**config.mk**
```make
export PLATFORM = sky130hd
export DESIGN_NAME = spi_master
export DESIGN_NICKNAME = d
export VERILOG_FILES = /design/src/rtl/spi_pkg.sv /design/src/rtl/spi_clk_gen.sv /design/src/rtl/spi_master.sv
export SDC_FILE = /design/constraint.sdc
export NUM_CORES = 1
export LEC_CHECK = 0
export CORE_UTILIZATION = 56
export DETAILED_ROUTE_END_ITERATION = 8
export PLACE_DENSITY = 0.84
export SYNTH_ARGS = -nofsm -noshare
export SYNTH_HDL_FRONTEND = slang
export SYNTH_SLANG_ARGS = --single-unit
```
**constraint.sdc**
```tcl
create_clock -name clk -period 5.35 [get_ports clk]
set_input_delay 0.535 -clock clk [delete_from_list [all_inputs] [get_ports clk]]
set_output_delay 0.535 -clock clk [all_outputs]
set_load 0.01 [all_outputs]
```
**src/rtl/spi_pkg.sv**
```systemverilog
// Shared definitions for the SPI register-access master.
// Holds the FSM state encoding, frame geometry and the read/write encodings
// used both on the RNW input and in the first bit of the serial frame.
package spi_pkg;

  typedef enum logic [2:0] {
    ST_IDLE  = 3'd0,
    ST_SETUP = 3'd1,
    ST_SHIFT = 3'd2,
    ST_HOLD  = 3'd3,
    ST_GAP   = 3'd4
  } state_t;

  localparam int FRAME_LEN    = 16;
  localparam int RD_FIRST_BIT = 8;   // first frame bit carrying read data

  // RNW input encoding
  localparam logic RNW_READ  = 1'b1;
  localparam logic RNW_WRITE = 1'b0;

  // First frame bit encoding (inverse of RNW)
  localparam logic FRAME_BIT0_WRITE = 1'b1;
  localparam logic FRAME_BIT0_READ  = 1'b0;

  // Frame layout, transmitted MSB first: {rw bit, addr[6:0], data[7:0]}.
  // Reads send zeros in the data field.
  function automatic logic [15:0] build_frame(input logic       rnw,
                                              input logic [6:0] addr,
                                              input logic [7:0] wd);
    logic       bit0;
    logic [7:0] data;
    bit0 = (rnw == RNW_READ) ? FRAME_BIT0_READ : FRAME_BIT0_WRITE;
    data = (rnw == RNW_READ) ? 8'h00 : wd;
    return {bit0, addr, data};
  endfunction

endpackage

```
**src/rtl/spi_clk_gen.sv**
```systemverilog
// Half-period tick generator for the SPI master.
// Ports:
//   clk, rst_n : system clock, async active-low reset
//   en         : count while high; counter and phase clear while low
//   rise_o     : strobe on odd half-period ticks (1st, 3rd, ...)
//   fall_o     : strobe on even half-period ticks (2nd, 4th, ...)
// The first tick arrives CLK_DIV cycles after en rises.
module spi_clk_gen
  import spi_pkg::*;
#(
  parameter int CLK_DIV = 4
) (
  input  logic clk,
  input  logic rst_n,
  input  logic en,
  output logic rise_o,
  output logic fall_o
);

  localparam logic [7:0] DIV_M1 = 8'(CLK_DIV - 1);

  logic [7:0] cnt_q, cnt_d;
  logic       phase_q, phase_d;
  logic       tick;

  assign tick   = en && (cnt_q == DIV_M1);
  assign rise_o = tick && !phase_q;
  assign fall_o = tick &&  phase_q;

  always_comb begin
    cnt_d   = cnt_q;
    phase_d = phase_q;
    if (!en) begin
      cnt_d   = 8'd0;
      phase_d = 1'b0;
    end else if (tick) begin
      cnt_d   = 8'd0;
      phase_d = ~phase_q;
    end else begin
      cnt_d = cnt_q + 8'd1;
    end
  end

  always_ff @(posedge clk or negedge rst_n) begin
    if (!rst_n) begin
      cnt_q   <= 8'd0;
      phase_q <= 1'b0;
    end else begin
      cnt_q   <= cnt_d;
      phase_q <= phase_d;
    end
  end

endmodule

```
**src/rtl/spi_master.sv**
```systemverilog
// SPI mode-0 master for 16-bit register frames {~rnw, addr[6:0], data[7:0]}.
// Ports:
//   clk, rst_n        : system clock, async active-low reset
//   req, rnw, addr, wd: transaction request; fields captured when accepted
//   rd                : read data, updated on the DONE cycle of a read
//   busy, done        : status / single-cycle completion pulse
//   sclk, mosi, csn   : SPI outputs (sclk idle low, csn idle high)
//   miso              : SPI input
//   dbg_state         : current FSM state encoding
// Handshake: req is a strobe honoured only when the FSM is idle and not in the
// done cycle; any req seen at other times is dropped, never queued.
module spi_master
  import spi_pkg::*;
#(
  parameter int CLK_DIV = 4
) (
  input  logic       clk,
  input  logic       rst_n,
  input  logic       req,
  input  logic       rnw,
  input  logic [6:0] addr,
  input  logic [7:0] wd,
  output logic [7:0] rd,
  output logic       busy,
  output logic       done,
  output logic       sclk,
  output logic       mosi,
  input  logic       miso,
  output logic       csn,
  output logic [2:0] dbg_state
);

  state_t      state_q, state_d;
  logic [4:0]  bit_cnt_q, bit_cnt_d;
  logic [15:0] tx_q, tx_d;
  logic [7:0]  rx_q, rx_d;
  logic [7:0]  rd_q, rd_d;
  logic        rnw_q, rnw_d;
  logic        busy_q, busy_d;
  logic        done_q, done_d;
  logic        sclk_q, sclk_d;
  logic        mosi_q, mosi_d;
  logic        csn_q, csn_d;
  logic        rise, fall;
  logic [15:0] frame_in;

  assign frame_in = build_frame(rnw, addr, wd);

  // Ticks alternate rise/fall from the first one: tick 1 starts bit 0,
  // ticks 1..32 are the 16 SCLK pulses, tick 33 (a "rise" slot) ends HOLD
  // and tick 34 (a "fall" slot) ends GAP.
  spi_clk_gen #(.CLK_DIV(CLK_DIV)) u_clk_gen (
    .clk    (clk),
    .rst_n  (rst_n),
    .en     (state_q != ST_IDLE),
    .rise_o (rise),
    .fall_o (fall)
  );

  always_comb begin
    state_d   = state_q;
    bit_cnt_d = bit_cnt_q;
    tx_d      = tx_q;
    rx_d      = rx_q;
    rd_d      = rd_q;
    rnw_d     = rnw_q;
    busy_d    = busy_q;
    done_d    = 1'b0;
    sclk_d    = sclk_q;
    mosi_d    = mosi_q;
    csn_d     = csn_q;
    case (state_q)
      ST_IDLE: begin
        if (done_q) begin
          busy_d = 1'b0;
        end else if (req) begin
          state_d   = ST_SETUP;
          rnw_d     = rnw;
          tx_d      = frame_in;
          mosi_d    = frame_in[15];
          rx_d      = 8'h00;
          bit_cnt_d = 5'd0;
          csn_d     = 1'b0;
          busy_d    = 1'b1;
        end
      end
      ST_SETUP: begin
        if (rise) begin
          state_d = ST_SHIFT;
          sclk_d  = 1'b1;
        end
      end
      ST_SHIFT: begin
        if (rise) begin
          sclk_d = 1'b1;
          if (bit_cnt_q >= 5'(RD_FIRST_BIT)) rx_d = {rx_q[6:0], miso};
        end else if (fall) begin
          sclk_d    = 1'b0;
          bit_cnt_d = bit_cnt_q + 5'd1;
          if (bit_cnt_q == 5'(FRAME_LEN - 1)) begin
            state_d = ST_HOLD;
            mosi_d  = 1'b0;
          end else begin
            tx_d   = tx_q << 1;
            mosi_d = tx_q[14];
          end
        end
      end
      ST_HOLD: begin
        if (rise) begin
          state_d = ST_GAP;
          csn_d   = 1'b1;
        end
      end
      ST_GAP: begin
        if (fall) begin
          state_d = ST_IDLE;
          done_d  = 1'b1;
          if (rnw_q == RNW_READ) rd_d = rx_q;
        end
      end
      default: state_d = ST_IDLE;
    endcase
  end

  always_ff @(posedge clk or negedge rst_n) begin
    if (!rst_n) begin
      state_q   <= ST_IDLE;
      bit_cnt_q <= 5'd0;
      tx_q      <= 16'h0000;
      rx_q      <= 8'h00;
      rd_q      <= 8'h00;
      rnw_q     <= 1'b0;
      busy_q    <= 1'b0;
      done_q    <= 1'b0;
      sclk_q    <= 1'b0;
      mosi_q    <= 1'b0;
      csn_q     <= 1'b1;
    end else begin
      state_q   <= state_d;
      bit_cnt_q <= bit_cnt_d;
      tx_q      <= tx_d;
      rx_q      <= rx_d;
      rd_q      <= rd_d;
      rnw_q     <= rnw_d;
      busy_q    <= busy_d;
      done_q    <= done_d;
      sclk_q    <= sclk_d;
      mosi_q    <= mosi_d;
      csn_q     <= csn_d;
    end
  end

  assign rd        = rd_q;
  assign busy      = busy_q;
  assign done      = done_q;
  assign sclk      = sclk_q;
  assign mosi      = mosi_q;
  assign csn       = csn_q;
  assign dbg_state = state_q;

endmodule

```
==> results of run 1 <==
## critical path: cells and delay by family, from the launching register on
kind	cells	cell delay [ns]
compound gates	1	0.57
fa+ha+maj	1	0.27
flops	1	0.42
mux	1	0.41
simple gates	2	1.07
## per-stage QoR
| step | hold WS (ns) | instances |
|---|---|---|
| floorplan | 0.239 | 223 |
| global placement | 0.487 | 301 |
| detailed placement | 0.492 | 301 |
| CTS | 0.368 | 309 |
| global route | 0.387 | 309 |
| finish | 0.333 | 309 |
## power by group through the flow
stage               clock network [mW]  logic (mW)  registers [mW]
floorplan                            0       0.344           0.557
global placement                     0       0.404           0.584
detailed placement                   0       0.419           0.585
CTS                              0.234       0.421           0.580
global route                     0.251       0.468           0.596
finish                           0.229       0.417           0.583
## cell families after synthesis
kind of cell	share of synthesized area
AND/OR/NAND/NOR	0.145
AO/OA/AOI/OAI	0.0890
XOR/XNOR	0.0271
adder cells (fa/ha/maj)	0.0194
multiplexers	0.149
flip-flops	0.523
buffers and inverters	0.0484
## cell type report
| class | instances | share of cell area |
|---|---|---|
| clock inverters | 1 | 0.00165 |
| clock buffers | 7 | 0.0284 |
| well taps | 52 | 0.0214 |
| repair buffers | 37 | 0.119 |
| flip-flops and latches | 54 | 0.446 |
| inverters | 14 | 0.0173 |
| multi-input cells | 144 | 0.367 |
## per-layer routing
| layer | vias up | part of all wire | wire length, µm |
|---|---|---|---|
| met1 | 876 | 0.48 | 2280 |
| li1 | 851 | - | - |
| met5 | - | 0 | 0 |
| met4 | 0 | 0.015 | 70 |
| met3 | 7 | 0.025 | 118 |
| met2 | 30 | 0.48 | 2310 |
## cell usage in the layout (no fill, tap or decap), types with 2 or more instances in the layout
| cell | n |
|---|---|
| nor3_1 | 4 |
| clkbuf_8 | 6 |
| xnor2_1 | 3 |
| mux2i_1 | 8 |
| and3_1 | 4 |
| a21oi_1 | 11 |
| buf_4 | 2 |
| nand2b_1 | 2 |
| ha_1 | 4 |
| a31oi_1 | 2 |
| clkdlybuf4s50_1 | 34 |
| nand3_1 | 8 |
| or4b_2 | 2 |
| xor2_1 | 5 |
| dfrtp_1 | 53 |
| mux2_4 | 3 |
| or2_2 | 2 |
| nor2_1 | 20 |
| o21ai_0 | 5 |
| nand3b_1 | 2 |
| mux2_2 | 23 |
| nand2_1 | 5 |
| a22o_1 | 8 |
| nor3b_1 | 9 |
| inv_1 | 14 |
## worst paths after layout
kind	cells after the start	slack, ns	from	to
worst max-delay path	5	2.50	u_clk_gen.cnt_q[0]	tx_q[9]
worst min-delay path	2	0.33	rst_n	rd[2]
worst max register to register	5	2.50	u_clk_gen.cnt_q[0]	tx_q[9]
worst min register to register	1	0.50	done	busy
max in group asynchronous	2	4.57	rst_n	dbg_state[2]
min in group clk	1	0.50	done	busy
## registers in the layout, summed over array words and instances (netlist names)
register	count
bit_cnt_q	5
busy	1
csn	1
dbg_state	3
done	1
mosi	1
rd	8
rnw_q	1
rx_q	8
sclk	1
tx_q	15
u_clk_gen.cnt_q	8
u_clk_gen.phase_q	1
==> results by group, run 1 <==
Logic synthesis
  • Top-area cell type share of the netlist area: 0.513
  • Ys flop type: dfrtp_1
  • Register area share after synthesis: 0.523
  • Cells after Synth: between 200 and 250
  • Distinct cells, synth: 39
  • Seq cells post-synth: 54
  • Synthesized area: 0.00259 mm²
  • Post-synth ARST share: 1.00
  • Count leader, synth: dfrtp_1
  • Synth cell count leaders: dfrtp_1 (53), mux2_2 (23), nor2_1 (20), inv_1 (14), a21oi_1 (11)
  • Yosys warning total: 0
  • Synth area leader: dfrtp_1
  • Mapped Nets: between 200 and 250
  • Area contributors post-synth: dfrtp_1 (51%), mux2_2 (10%), mux2i_1 (3.1%), nor2_1 (2.9%), nor3b_1 (2.9%)
  • Post-Syn Area per Cell: 11.6 µm²
  • EDFF count, synth: 0

Clock tree
  • Hold_buf cts: 0
  • H-tree depth: 2
  • Clock Pin Slew Worst Setup and Hold Paths: around 0.09 ns
  • Clock latency on the worst-skew pair: around 0.3 ns
  • CTS Buffer Depth: 2
  • Post-CTS Repair Setup Buffers: 0
  • Total CTS buffers: 5
  • Number of clock sinks: 54
  • Post-cts sizing count: 0
  • TritonCTS clock tree: yes
  • CTS root buf: clkbuf_8

Global routing
  • GRT met3 Usage: 0.0418
  • Number of global-route vias before repair: 1,805
  • Initial antenna violation count: 0
  • Total gr overflow: 0
  • Met2 Use GR: 0.330
  • First-pass GRT wire length: 8550 µm
  • Largest net degree at the start of global routing: 55
  • GRT busiest layer: met2
  • GRT Total Usage: 0.221
  • Grt met1 use: 0.319

Setup path
  • Crit-path max FO: 15
  • Critical path type: register to register
  • Critical Path RT: 5.54 ns
  • Crit-path cells: ha_1 > or3b_2 > or4b_4 > a22oi_4 > mux2_2
  • Crit path largest cell delay: 0.57 ns
  • Crit path capture type: register
  • Worst Setup Start Kind: register
  • Critical-path top delay cell: a22oi_4
  • CP arrival: 3.05 ns

Final layout
  • Layout cells sized above 1: 0.187
  • Multi-input logic area: 0.00111 mm²
  • Antenna diodes: 0
  • Layout area overhead: 17.4%
  • Register area: 0.00135 mm²
  • Final net count: between 200 and 300
  • Core Util, Final: 0.692
  • Post-route design area: 0.00304 mm²
  • # fillers: 345

Drt
  • Post-DRT Antenna Nets: 0
  • DRT Pass-1 Iters: 4
  • DR WL/cell: 15.4 µm
  • Vias per std cell: 5.71
  • Post-route DRC: 0
  • Final wirelength: 4770 µm
  • Via count: roughly 1,800
  • Initial drt markers: 151

Floorplanning
  • Rows: 24
  • Die H: 70.0 µm
  • Chip width: 70.0 µm
  • Core box area: 0.00438 mm²
  • Starting Density: 0.590
  • I/O pins: 36
  • Die ar.: 0.00489 mm²

Pwr
  • Leakage: 1.33 nW
  • Overall power: roughly 1.2 mW
  • Part of the power in registers: 0.475
  • Comb power frac: 0.339
  • Internal Power: 0.811 mW
  • VDD IR max: 0.254 mV
  • Power Density: between 400 and 500 mW/mm²
  • Switch share: 0.340
  • Switching power: 0.418 mW
  • Clock share of power: 0.186

Status
  • Status: finished clean

Worst hold path
  • Worst Hold Class: input pin to async pin

Timing
  • Worst-Margin Slew: 0.757 ns
  • Fin Setup TNS: 0 ns
  • Pins Over Slew Limit: 0
  • Worst setup margin: between 2 and 2.5 ns
  • Max_slew headroom: 0.491
  • Clock skew: 0.00934 ns
  • RSZ-0062 raised after global routing: no
  • Final Hold Fails: 0
  • Fmax: 350 MHz
  • Period utilization: 0.533
  • Setup violations, final: 0
  • Tmin final: 2.85 ns

Placement
  • PortBufs: 35
  • DP Wirelength: 3220 µm
  • Post-DP Area: 0.00294 mm²
  • Final GP Congestion: ~0.9
  • Worst slack, placed: ~2.5 ns

Job
  • Max Cap Violations: 0
Note: power is estimated with default switching activity, not from simulation.
==> inputs of run 2 (changes only) <==
--- a/config.mk
+++ b/config.mk
@@ -5,9 +5,9 @@
 export SDC_FILE = /design/constraint.sdc
 export NUM_CORES = 1
 export LEC_CHECK = 0
-export CORE_UTILIZATION = 56
+export CORE_UTILIZATION = 54
 export DETAILED_ROUTE_END_ITERATION = 8
-export PLACE_DENSITY = 0.84
+export PLACE_DENSITY = 0.82
 export SYNTH_ARGS = -nofsm -noshare
 export SYNTH_HDL_FRONTEND = slang
 export SYNTH_SLANG_ARGS = --single-unit
==> constraint.sdc (replaced) <==
create_clock -name clk -period 2.9 [get_ports clk]
set_input_delay 0.29 -clock clk [delete_from_list [all_inputs] [get_ports clk]]
set_output_delay 0.29 -clock clk [all_outputs]
set_load 0.01 [all_outputs]
==> results by group, run 2 (synthesis gave the netlist of run 1 again) <==
Setup path
  • Critical path type: register to register
  • Critical Path RT: 3.13 ns (-2.41 ns)
  • Crit-path max FO: 12 (-3)
  • Worst Setup Start Kind: register
  • CP arrival: 2.94 ns (-0.11 ns)
  • Crit path capture type: register

Drt
  • Initial drt markers: 97 (-36%)
  • Post-route DRC: 0 (unchanged)
  • DRT Pass-1 Iters: 4 (unchanged)
  • Final wirelength: 4770 µm (about the same)
  • Top routing layer in use: met4
  • Post-DRT Antenna Nets: 0 (unchanged)
  • Vias per std cell: 5.52 (-3.3%)
  • Met2 WL post-DR: 2210 µm (-4.2%)
  • Met3 routed WL: 200 µm (+69%)
  • Via count: 1,739 (-1.4%)
  • Met1 Routed Length: 2280 µm (about the same)
  • DR WL/cell: 15.1 µm (-2.0%)

Clock tree
  • Clock Pin Slew Worst Setup and Hold Paths: 0.10 ns (about the same)
  • Number of clock sinks: 54 (unchanged)
  • Total CTS buffers: 5 (unchanged)
  • TritonCTS clock tree: yes
  • CTS root buf: clkbuf_8
  • CTS Buffer Depth: 2 (unchanged)
  • Post-cts sizing count: 0 (unchanged)
  • Hold_buf cts: 1 (+1)
  • Clock latency on the worst-skew pair: 0.31 ns (about the same)
  • Post-CTS Repair Setup Buffers: 0 (unchanged)
  • H-tree depth: 2 (unchanged)

Worst hold path
  • Worst Hold Class: register to register

Global routing
  • Largest net degree at the start of global routing: 29 (-47%)
  • First-pass GRT wire length: 8090 µm (-5.4%)
  • Number of global-route vias before repair: 1,695 (-6.1%)
  • Initial antenna violation count: 0 (unchanged)
  • GRT Total Usage: 0.210 (-0.0107)
  • Total gr overflow: 0 (unchanged)

Pwr
  • Switching power: 0.794 mW (+90%)
  • Comb power frac: 0.331 (-0.008)
  • VDD IR max: 0.589 mV (+130%)
  • Internal Power: 1.68 mW (+110%)
  • Clock share of power: 0.241 (+0.055)
  • Leakage: 1.38 nW (+3.8%)
  • Switch share: 0.321 (-0.0194)
  • Power Density: 790 mW/mm² (+95%)
  • Part of the power in registers: 0.428 (-0.047)

Timing
  • Tmin final: 2.71 ns (-0.144 ns)
  • Max_slew headroom: 0.593 (+0.102)
  • Fin Hold WS: 0.492 ns (+0.159 ns)
  • Period utilization: 0.934 (+0.401)
  • Setup violations, final: 0 (unchanged)
  • Fmax: 369 MHz (+5.3%)
  • Fin Setup TNS: 0 ns (unchanged)
  • Final Hold Fails: 0 (unchanged)
  • Worst setup margin: 0.191 ns (-2.31 ns)
  • Pins Over Slew Limit: 0 (unchanged)
  • Worst-Margin Slew: 0.606 ns (-0.151 ns)
  • RSZ-0062 raised after global routing: no
  • Clock skew: 0.00908 ns (-0.000265 ns)

Placement
  • PortBufs: 35 (unchanged)
  • Final GP Congestion: 0.853 (-4.3%)
  • DP Wirelength: 3380 µm (+5.0%)
  • Worst slack, placed: 0.223 ns (-2.30 ns)

Final layout
  • # fillers: 326 (-5.5%)
  • Core Util, Final: 0.699 (+0.00703)
  • Max reg flops: 15 (unchanged)
  • Most common cell after layout, fill and taps aside: dfrtp_1
  • Layout area overhead: 21.0%
  • Antenna diodes: 0 (unchanged)
  • Layout cells sized above 1: 0.205 (+0.0186)
  • Most frequent cells in the layout: dfrtp_1 (53), clkdlybuf4s50_1 (34), mux2_2 (23)
  • Final net count: 286 (+2.1%)
  • Largest reg by FF count: tx_q

Floorplanning
  • Starting Density: 0.578 (-0.0119)
  • I/O pins: 36 (unchanged)
  • Die ar.: 0.00507 mm² (+3.6%)
  • Die H: 71.2 µm (+1.8%)
  • Chip width: 71.2 µm (+1.8%)
  • Rows: 24 (unchanged)
  • Core box area: 0.00447 mm² (+2.1%)

Status
  • Status: finished clean

Job
  • Max Cap Violations: 0 (unchanged)
==> run 2: path summary, 6_finish.rpt <==
path	startpoint	to	slack (ns)	cells past startpoint
worst max-delay path	u_clk_gen.cnt_q[0]	tx_q[4]	0.19	6
min in group asynchronous	rst_n	dbg_state[0]	0.50	2
worst max register to register	u_clk_gen.cnt_q[0]	tx_q[4]	0.19	6
worst min-delay path	done	busy	0.49	1
worst min register to register	done	busy	0.49	1
max in group asynchronous	rst_n	bit_cnt_q[2]	1.65	3
==> run 2: critical path, cell delays in order, from the launching register on <==
cell and delay [ns]:
dfrtp_1 0.42, ha_1 0.26, or3b_2 0.51, or4b_4 0.56, a22oi_4 0.44, buf_4 0.22, mux2i_1 0.21
==> run 2: area by class of cell <==
class | count | area, µm² | area share
multi-input cells | 144 | 1110 | 0.356
well taps | 52 | 65.1 | 0.0208
flip-flops and latches | 54 | 1350 | 0.432
repair buffers | 43 | 408 | 0.130
inverters | 14 | 52.6 | 0.0168
clock inverters | 3 | 68.8 | 0.0220
clock buffers | 5 | 68.8 | 0.0220
==> run 2: metal layers <==
| layer | GRT usage | vias up |
|---|---|---|
| met5 | 0 | - |
| met4 | 0.0778 | 0 |
| met3 | 0.0484 | 7 |
| met2 | 0.330 | 40 |
| met1 | 0.286 | 832 |
| li1 | - | 860 |
==> run 2: power by group through the flow <==
stage / combinational, mW / sequential [mW] / clock (mW)
3_3_place_gp: 0.798 / 1.06 / 0
4_1_cts: 0.823 / 1.06 / 0.606
6_report: 0.819 / 1.06 / 0.596
3_5_place_dp: 0.814 / 1.07 / 0
5_1_grt: 0.905 / 1.08 / 0.643
2_1_floorplan: 0.636 / 1.03 / 0
==> run 2: stage by stage <==
step | cell area, µm² | power [mW] | instances
after floorplan | 2590 | 1.66 | 223
after global placement | 2980 | 1.86 | 306
after detailed placement | 2980 | 1.88 | 306
after CTS | 3130 | 2.49 | 315
after global routing | 3130 | 2.63 | 315
final | 3130 | 2.47 | 315
